`src/rtl/transition_pkg.sv`:
```
// Shared definitions for the edge-event bank: mode encodings and counter sizing.
// No logic and no latency; constants and a sizing helper only.
// No flow control involved.
package transition_pkg;

    typedef enum logic [1:0] {
        MODE_RISE = 2'b00,
        MODE_FALL = 2'b01,
        MODE_BOTH = 2'b10,
        MODE_OFF  = 2'b11
    } mode_e;

    // Lockout counter must hold LOCKOUT itself; never narrower than one bit.
    function automatic int cnt_width(input int lockout);
        return (lockout < 1) ? 1 : $clog2(lockout + 1);
    endfunction

endpackage

```
`src/rtl/transition_chan.sv`:
```
// One channel: synchroniser, mode-selected edge detect, lockout counter, sticky flags.
// Latency: SYNC_STAGES+1 cycles from input change to registered o_trans pulse.
// No backpressure: edges seen during lockout are dropped and flagged, never queued.
module transition_chan
    import transition_pkg::*;
#(
    parameter int LOCKOUT     = 20000000,
    parameter int SYNC_STAGES = 2
) (
    input  logic       i_clk,
    input  logic       i_rst_n,
    input  logic       i_signal,
    input  logic [1:0] i_mode,
    input  logic       i_clear,
    output logic       o_trans,
    output logic       o_busy,
    output logic       o_pending,
    output logic       o_dropped
);

    localparam int            CW   = cnt_width(LOCKOUT);
    localparam logic [CW-1:0] LOAD = CW'(LOCKOUT);

    logic [SYNC_STAGES-1:0] r_sync;
    logic                   r_prev;
    logic                   r_trans;
    logic                   r_pending;
    logic                   r_dropped;
    logic [CW-1:0]          r_cnt;

    logic w_s;
    logic w_qual;
    logic w_idle;
    logic w_accept;
    logic w_drop;

    assign w_s      = r_sync[SYNC_STAGES-1];
    assign w_idle   = (r_cnt == '0);
    assign w_accept = w_qual & w_idle;
    assign w_drop   = w_qual & ~w_idle;

    always_comb begin
        w_qual = 1'b0;
        case (mode_e'(i_mode))
            MODE_RISE: w_qual = w_s & ~r_prev;
            MODE_FALL: w_qual = ~w_s & r_prev;
            MODE_BOTH: w_qual = w_s ^ r_prev;
            default:   w_qual = 1'b0;
        endcase
    end

    // r_prev follows the synchroniser in every mode so a mode switch never fabricates an edge.
    always_ff @(posedge i_clk or negedge i_rst_n) begin
        if (!i_rst_n) begin
            r_sync    <= '0;
            r_prev    <= 1'b0;
            r_trans   <= 1'b0;
            r_pending <= 1'b0;
            r_dropped <= 1'b0;
            r_cnt     <= '0;
        end else begin
            r_sync  <= {r_sync[SYNC_STAGES-2:0], i_signal};
            r_prev  <= w_s;
            r_trans <= w_accept;

            if (w_accept)
                r_cnt <= LOAD;
            else if (!w_idle)
                r_cnt <= r_cnt - CW'(1);

            if (w_accept)
                r_pending <= 1'b1;
            else if (i_clear)
                r_pending <= 1'b0;

            if (w_drop)
                r_dropped <= 1'b1;
            else if (i_clear)
                r_dropped <= 1'b0;
        end
    end

    assign o_trans   = r_trans;
    assign o_busy    = ~w_idle;
    assign o_pending = r_pending;
    assign o_dropped = r_dropped;

endmodule

```
`src/rtl/transition_bank.sv`:
```
// Bank of independent edge-event channels with per-channel lockout and sticky flags.
// Latency: SYNC_STAGES+1 cycles input to o_trans; no backpressure, edges in lockout are dropped.
// Top level only slices the buses across channel instances.
module transition_bank #(
    parameter int CHANNELS    = 4,
    parameter int LOCKOUT     = 20000000,
    parameter int SYNC_STAGES = 2
) (
    input  logic                  i_clk,
    input  logic                  i_rst_n,
    input  logic [CHANNELS-1:0]   i_signal,
    input  logic [2*CHANNELS-1:0] i_mode,
    input  logic [CHANNELS-1:0]   i_clear,
    output logic [CHANNELS-1:0]   o_trans,
    output logic [CHANNELS-1:0]   o_busy,
    output logic [CHANNELS-1:0]   o_pending,
    output logic [CHANNELS-1:0]   o_dropped
);

    for (genvar g = 0; g < CHANNELS; g++) begin : g_chan
        transition_chan #(
            .LOCKOUT     (LOCKOUT),
            .SYNC_STAGES (SYNC_STAGES)
        ) u_chan (
            .i_clk     (i_clk),
            .i_rst_n   (i_rst_n),
            .i_signal  (i_signal[g]),
            .i_mode    (i_mode[2*g +: 2]),
            .i_clear   (i_clear[g]),
            .o_trans   (o_trans[g]),
            .o_busy    (o_busy[g]),
            .o_pending (o_pending[g]),
            .o_dropped (o_dropped[g])
        );
    end

endmodule
```
`config.mk`:
```
export PLATFORM = sky130hd
export DESIGN_NAME = transition_bank
export DESIGN_NICKNAME = d
export VERILOG_FILES = /design/src/rtl/transition_pkg.sv /design/src/rtl/transition_chan.sv /design/src/rtl/transition_bank.sv
export SDC_FILE = /design/constraint.sdc
export NUM_CORES = 1
export LEC_CHECK = 0
export BUFFER_PORTS_ARGS = -buffer_cell sky130_fd_sc_hd__buf_4
export CAP_MARGIN = 20
export CORE_MARGIN = 2
export CORE_UTILIZATION = 30
export DETAILED_ROUTE_END_ITERATION = 12
export GPL_TIMING_DRIVEN = 0
export SLEW_MARGIN = 20
export SYNTH_ARGS = -nofsm -noshare
export SYNTH_HDL_FRONTEND = slang
export SYNTH_SLANG_ARGS = --single-unit
```
`constraint.sdc`:
```
create_clock -name i_clk -period 6.3 [get_ports i_clk]
set_input_delay 1.26 -clock i_clk [delete_from_list [all_inputs] [get_ports i_clk]]
set_output_delay 1.26 -clock i_clk [all_outputs]
set_load 0.1 [all_outputs]
```
## Word level (Yosys, flattened, before mapping)

Cells that the tools add are included.
W data, S select, Z words.

| storage, ports and cells | value |
|---|---|
| flip-flop bits (word level) | 124 |
| bits of input ports | 18 |
| logic and storage cells | 112 |
| output and inout bits | 16 |

| operators by class | value |
|---|---|
| reductions and logical operators | 16 |
| $add $sub $neg | 4 |
| mux-type cells | 24 |
| equality and inequality tests | 12 |
| bitwise logic cells | 32 |

Operator list:

| cell | number |
|---|---|
| $mux W25 | 8 |
| $logic_not A25 Y1 | 4 |
| $sub A25 B1 Y25 const B | 4 |
| $and A1 B1 Y1 | 16 |
| $reduce_bool A2 Y1 | 8 |
| $mux W1 | 12 |
| $not A1 Y1 | 12 |
| $pmux W1 S3 | 4 |
| $eq A2 B1 Y1 const B | 4 |
| $eq A2 B2 Y1 const B | 4 |
| $logic_not A2 Y1 | 4 |
| $ne A2 B2 Y1 const B | 4 |
| $xor A1 B1 Y1 | 4 |

## Logic depth before layout (Yosys ltp)

Gate-level depths: netlist of run 1.

| logic depth | value |
|---|---|
| word-level depth | 5 |
| depth in mapped cells | 8 |
| depth with buffers taken out | 7 |

## By module

A second synthesis of run 1 with hierarchy kept.

| second synthesis, totals | value |
|---|---|
| cells, all modules | 573 |
| area total of the unflattened synthesis | 6,167.2 sq um |

Modules (own cells, without submodules):

| module | area each (sq um) | sequential area each (sq um) | instances | cells each |
|---|---|---|---|---|
| transition_chan at g_chan[0].u_chan ... | 1,545.2 | 775.7 | 3 | 141 |
| transition_chan at g_chan[3].u_chan | 1,531.5 | 775.7 | 1 | 150 |

## Worst setup path before layout of run 1

OpenSTA, ideal clock, no wires.

| path | value |
|---|---|
| path type | reg-to-output |
| from | register g_chan[2].u_chan.r_cnt[8] |
| to | output o_busy[2] |
| required time | 5,040 ps |
| path slack | 2,918 ps |
| stages on the path, launching flop included | 8 |
| path buffers | 3 |
| arrival | 2,122 ps |
| cells stage by stage | dfrtp_1 or4_4 or4_4 buf_6 nor3_2 buf_2 inv_1 buf_4 |

| between the ends | value |
|---|---|
| cells in the longest elaborated chain, start to end | 2 |

RTL lines:

| what | RTL line | source |
|---|---|---|
| start, declared | transition_chan.sv:29 | `logic [CW-1:0] r_cnt;` |
| start signal, assigned | transition_chan.sv:69 | `r_cnt <= r_cnt - CW'(1);` |
| $logic_not A25 Y1 | transition_chan.sv:38 | `assign w_idle = (r_cnt == '0);` |
| $not A1 Y1 | transition_chan.sv:84 | `assign o_busy = ~w_idle;` |
| end, declared | transition_bank.sv:15 | `output logic [CHANNELS-1:0] o_busy,` |

Every way passes these cells.

## Worst setup path in the final report of run 1

Ends and elaborated chain as after synthesis.

==> results of run 1 <==
## area by class of cell
cell class / count / area share, %
Buffer: 35 / 2.93
Clock buffer: 24 / 6.43
Sequential cell: 124 / 42.3
Clock inverter: 8 / 1.57
Inverter: 32 / 1.64
Timing Repair Buffer: 34 / 3.86
Tap cell: 270 / 4.61
Multi-Input combinational cell: 401 / 36.6
## power breakdown
part	total, uW	internal [uW]	switching [uW]
clock	981	639	342
sequential	814	807	6.32
combinational	84.9	27.0	57.9
## layer usage
layer | up-vias | track usage [%] | part of all wire [%]
li1 | 2213 | - | -
met1 | 2112 | 15.1 | 49
met2 | 52 | 18.3 | 46
met3 | 18 | 2.67 | 2.6
met4 | 0 | 5.77 | 2.2
met5 | - | 0 | 0
## registers in the layout, indices dropped and copies added (netlist names)
register                 flops
g_chan.u_chan.r_cnt        100
g_chan.u_chan.r_sync         8
g_chan.u_chan.o_dropped      4
g_chan.u_chan.o_pending      4
g_chan.u_chan.o_trans        4
g_chan.u_chan.r_prev         4
## synthesized netlist by cell type, drive strengths merged (16+ instances only)
master	instances	area share, %
a21oi	19	1.6
buf	25	2.9
dfrtp	124	51
ha	16	3.3
inv	32	2.0
nand2	19	1.2
nand3	21	1.7
nor2	40	2.5
nor3	56	4.7
nor4	24	2.7
o21ai	19	1.6
xnor2	27	3.9
xor2	38	5.4
## cell families after synthesis
kind of cell | share of synthesized area [%]
and+or+nand+nor | 22.5
muxes | 1.33
DFF | 50.7
adders and majority gates | 3.27
buffers and inverters | 5.47
AOI/OAI and AO/OA | 7.52
xor gates and xnor gates | 9.29
## through the flow
stage | utilization [%] | worst slack (ps)
global route | 36.5 | 2110
global placement | 33.4 | 2660
CTS | 36.5 | 2190
detailed placement | 33.6 | 2650
floorplan | - | 2920
finish | 36.5 | 2210
## worst paths after layout
kind                                            startpoint                          to  slack (ps)  depth (start not counted)
worst max-delay path             g_chan[2].u_chan.r_cnt[8]                   o_busy[2]        2210                          8
worst min-delay path            g_chan[1].u_chan.r_sync[0]  g_chan[1].u_chan.r_sync[1]         350                          0
worst max register to register   g_chan[0].u_chan.r_cnt[0]  g_chan[0].u_chan.r_cnt[11]        3680                          8
worst min register to register  g_chan[1].u_chan.r_sync[0]  g_chan[1].u_chan.r_sync[1]         350                          0
max in group asynchronous                          i_rst_n   g_chan[1].u_chan.r_cnt[4]        4860                          2
min in group asynchronous                          i_rst_n  g_chan[2].u_chan.o_pending         700                          1
==> results.py, run 1 <==
metrics = {
    "power_and_ir_drop": {
        "ir_worst_vdd_mv": 0.137,
        "finalPower_uw": 1880,
        "p_leak_uw": 0.00314,
        "power_density_mw_per_mm2": 256,
    },
    "critical_path": {
        "cp.required_ps": 5040,
        "worst-setup-path-type": "reg -> out",
        "path_max_fanout": 10,
        "arrival_ps": 2830,
        "crit_path_start_kind": "register",
        "critPathTopFamily": "simple AND/OR/NAND/NOR gates",
        "crit_path_end_kind": "output pin",
        "cpMaxStageDelayCell": "or4_4",
        "path_cells": "or4_4 -> or4_4 -> buf_6 -> nor3_2 -> buf_2 -> inv_1 -> buf_4 -> buf_4",
        "worst-path-buf-inv": 5,
        "critical-path-max-stage-delay_ps": 570,
    },
    "final_layout": {
        "layoutNonFillerInstCount": 928,
        "design_area_mm2": 0.00733,
        "multi_input_area_mm2": 0.00269,
        "drive_gt1_share_pct": 15.8,
        "area_growth_pct": 19.7,
        "diodes": 0,
        "final.fill_count": 2004,
        "layout_common_cells": "124 x dfrtp_1, 54 x nor3_1, 48 x buf_4",
        "final_common_cell": "dfrtp_1",
        "nets": 679,
        "register_area_mm2": 0.00310,
    },
    "floorplanning": {
        "die_y_um": 147,
        "die_x_um": 147,
        "die_area_mm2": 0.0216,
        "io_pins": 34,
        "core_area_mm2": 0.0201,
        "initial_core_util_pct": 30.5,
        "rows": 52,
    },
    "drt": {
        "drc": 0,
        "via_per_inst": 4.74,
        "ant_nets": 0,
        "avgRoutedWirePerCell_um": 12.6,
        "finalWirelength_mm": 11.7,
        "firstDrtPassIters": 4,
        "vias": 4395,
        "initialDrtViolationCount": 211,
    },
    "clocking": {
        "postCtsResizedCells": 0,
        "numCtsBuffers": 17,
        "cts_sinks": 124,
        "cts_tree": "built",
        "hold_buffers": 0,
        "clockRootBuffer": "clkbuf_16",
        "ctsLongestPathBuffers": 2,
        "clk_latency_ps": 410,
        "cts_max_level": 4,
        "postCtsSetupRepairBufs": 0,
        "clk_pin_slew_ps": 50,
    },
    "yosys": {
        "ys_seq_area_share_pct": 50.7,
        "synth.cell_area_mm2": 0.00613,
        "ys_ff_latch": 124,
        "synth-edff-count": 0,
        "synthArstFlopShare_pct": 100,
        "synth_flop_cell": "dfrtp_1",
        "syn_avg_cell_area_um2": 10.3,
        "synthDistinctLibCells": 53,
        "syn_nets": 626,
        "syn_inst": 592,
        "ys_warn_count": 0,
    },
    "sta": {
        "slew_violations": 0,
        "tns_ps": 0,
        "period_share_pct": 64.8,
        "max_freq_mhz": 245,
        "finalSetupViolations": 0,
        "rsz0062_at_grt": "no",
        "slew_headroom_pct": 47.0,
        "whs_ps": 349,
        "layout_min_cycle_time_ps": 4090,
        "worst_pin_slew_ps": 788,
        "hold_violations": 0,
        "skew_ps": 6.78,
    },
    "grt": {
        "grt_overflow": 0,
        "grt_max_degree": 93,
        "grt_use_total_pct": 11.6,
        "grt_pass1_wl_mm": 20.5,
        "grt_pass1_vias": 4385,
        "antenna_found_initial": 0,
    },
    "run_status": {
        "status": "finished, final reports clean",
    },
    "placement": {
        "placed_cells": 896,
        "place_congestion": 0.736,
        "detailed_place.area_mm2": 0.00675,
        "hpwlAfterDp_mm": 7.81,
        "io_buffers": 33,
    },
    "worst_hold_path": {
        "worst_hold_path_type": "reg -> reg",
    },
    "job": {
        "cap_violations": 0,
    },
}
(Power assumes the default switching activity.)
==> run 2: changes to the inputs <==
Settings changed: ABC_AREA from default to 1.
Clock period 6.3 ns to 3.3 ns, I/O delays scaled along.
==> results.py, run 2 <==
metrics = {
    "yosys": {
        "synth.cell_area_mm2": 0.00743,
        "yosysMostFrequentCell": "nand2_1",
        "syn_inst": 1039,
        "ys_warn_count": 0,
        "synthTopCellsByCount": "266 x nand2_1, 172 x nor2_1, 150 x inv_1, 124 x dfrtp_1, 101 x nand3_1",
        "yosysTopAreaCell": "dfrtp_1",
        "synth-edff-count": 0,
        "syn_nets": 1073,
        "synthArstFlopShare_pct": 100,
        "ys_ff_latch": 124,
        "yosys-top-cells-area": "dfrtp_1 42%, nand2_1 13%, nor2_1 8.7%",
        "synth_flop_cell": "dfrtp_1",
        "syn_avg_cell_area_um2": 7.15,
        "ys_seq_area_share_pct": 41.8,
        "synthDistinctLibCells": 31,
        "synth_top_area_share_pct": 41.8,
    },
    "critical_path": {
        "endpoint": "o_busy[2]",
        "cp_common_cell": "buf_4",
        "cp.required_ps": 2640,
        "critical-path-max-stage-delay_ps": 430,
        "r2r-start": "g_chan[1].u_chan.r_sync[1]",
        "path_max_fanout": 10,
        "reg2reg_to": "g_chan[1].u_chan.r_cnt[19]",
        "rrSetupSlack_ps": 1300,
        "cpMaxStageDelayCell": "dfrtp_1",
        "r2r_cells": 7,
        "crit_path_start_kind": "register",
        "worst-setup-path-type": "reg -> out",
        "path_cells": "inv_1 -> ha_1 -> nand3_1 -> nor2_1 -> nand2_4 -> buf_4 -> buf_4 -> buf_4",
        "cp-startpoint": "g_chan[2].u_chan.r_cnt[0]",
        "crit_path_end_kind": "output pin",
        "arrival_ps": 2170,
    },
    "job": {
        "cap_violations": 0,
    },
    "sta": {
        "worst_pin_slew_ps": 628,
        "skew_ps": 13.4,
        "tns_ps": 0,
        "slew_violations": 0,
        "slew_headroom_pct": 57.9,
        "rsz0062_at_grt": "no",
        "period_share_pct": 85.9,
        "hold_violations": 0,
        "max_freq_mhz": 353,
        "finalSetupViolations": 0,
        "layout_min_cycle_time_ps": 2830,
        "layout_setup_ws_ps": 466,
    },
    "grt": {
        "grt_max_degree": 80,
        "grt_pass1_wl_mm": 28.8,
        "grtUsageMet3_pct": 2.49,
        "grt.busiest_layer": "met2",
        "grt_util_met1_pct": 17.9,
        "grt_use_met2_pct": 22.3,
        "grt_overflow": 0,
        "grt_use_total_pct": 13.5,
        "antenna_found_initial": 0,
        "grt_pass1_vias": 6160,
    },
    "floorplanning": {
        "initial_core_util_pct": 30.5,
        "io_pins": 34,
        "die_area_mm2": 0.0260,
        "rows": 57,
        "core_area_mm2": 0.0243,
        "die_y_um": 161,
        "die_x_um": 161,
    },
    "final_layout": {
        "largest_reg_flops": 100,
        "layout_common_cells": "266 x nand2_1, 172 x nor2_1, 150 x inv_1",
        "drive_gt1_share_pct": 13.7,
        "fin_util_pct": 35.9,
        "design_area_mm2": 0.00874,
        "largestRegisters": "g_chan.u_chan.r_cnt: 100 flops, g_chan.u_chan.r_sync: 8 flops",
        "final.fill_count": 2499,
        "final_common_cell": "nand2_1",
        "nets": 1126,
        "multi_input_area_mm2": 0.00354,
        "area_growth_pct": 17.6,
        "register_area_mm2": 0.00310,
        "diodes": 0,
        "top_register": "g_chan.u_chan.r_cnt",
    },
    "clocking": {
        "cts_max_level": 4,
        "cts_tree": "built",
        "postCtsSetupRepairBufs": 0,
        "clk_pin_slew_ps": 60,
        "numCtsBuffers": 17,
        "cts_sinks": 124,
        "postCtsResizedCells": 0,
        "clk_latency_ps": 420,
        "clockRootBuffer": "clkbuf_16",
        "ctsLongestPathBuffers": 2,
        "hold_buffers": 0,
    },
    "drt": {
        "initialDrtViolationCount": 371,
        "finalWirelength_mm": 16.7,
        "vias": 6502,
        "firstDrtPassIters": 5,
        "avgRoutedWirePerCell_um": 11.7,
        "via_per_inst": 4.55,
        "drc": 0,
        "ant_nets": 0,
    },
    "placement": {
        "detailed_place.area_mm2": 0.00812,
        "place_congestion": 0.825,
        "io_buffers": 33,
        "dp_slack_ps": 913,
        "hpwlAfterDp_mm": 12.3,
    },
    "power_and_ir_drop": {
        "power_density_mw_per_mm2": 423,
        "finalPower_uw": 3690,
        "ir_worst_vdd_mv": 0.334,
        "p_leak_uw": 0.00432,
    },
    "run_status": {
        "status": "finished, final reports clean",
    },
    "worst_hold_path": {
        "worst_hold_path_type": "in -> async",
    },
}
[run 2: area by class of cell]
class / count / share of cell area, %
buffer: 23 / 2.19
clock buffer: 19 / 5.18
clock inverter: 13 / 1.90
inverter: 159 / 6.85
multi-input combinational: 733 / 40.5
sequential: 124 / 35.5
tap: 324 / 4.64
timing repair buffer: 34 / 3.24
[run 2: cell families after synthesis]
logic type	synth area share, %
DFF	41.8
buffers and inverters	10.6
and+or+nand+nor	40.7
adders and majority gates	2.69
xor gates and xnor gates	0.707
AOI/OAI and AO/OA	3.55
[run 2: worst min path at each step]
stage	slack [ps]	endpoint	start	cells past startpoint
floorplan	330	g_chan[0].u_chan.r_sync[1]	g_chan[0].u_chan.r_sync[0]	0
global placement	330	g_chan[0].u_chan.r_sync[1]	g_chan[0].u_chan.r_sync[0]	0
detailed placement	330	g_chan[0].u_chan.r_sync[1]	g_chan[0].u_chan.r_sync[0]	0
CTS	140	g_chan[2].u_chan.r_cnt[17]	i_rst_n	1
global route	160	g_chan[2].u_chan.r_cnt[18]	i_rst_n	1
finish	120	g_chan[2].u_chan.r_cnt[17]	i_rst_n	1
[run 2: layer usage]
layer  routed length, um  share of wire (%)
met2                7800                 47
met4                 220                1.3
met1                8130                 49
met3                 555                3.3
met5                   0                  0
[run 2: through the flow]
stage / cells / hold slack [ps]
2_1_floorplan: 1039 / 331
3_3_place_gp: 1396 / 333
3_5_place_dp: 1397 / 335
4_1_cts: 1429 / 137
5_1_grt: 1429 / 159
6_report: 1429 / 123
[run 2: worst max-delay path, delay by kind of cell (launching register included)]
family	cells	cell delay, ps
fa+ha+maj	1	180
buf+inv	4	670
flops	1	430
simple gates	3	460
[run 2: power breakdown]
| part | internal (uW) | total [uW] | switching [uW] | leakage (uW) |
|---|---|---|---|---|
| Sequential | 1540 | 1560 | 15.7 | 0.00149 |
| Clock | 1230 | 1960 | 732 | 0.000284 |
| Combinational | 53.0 | 175 | 122 | 0.00254 |
| Total | 2820 | 3690 | 870 | 0.00432 |
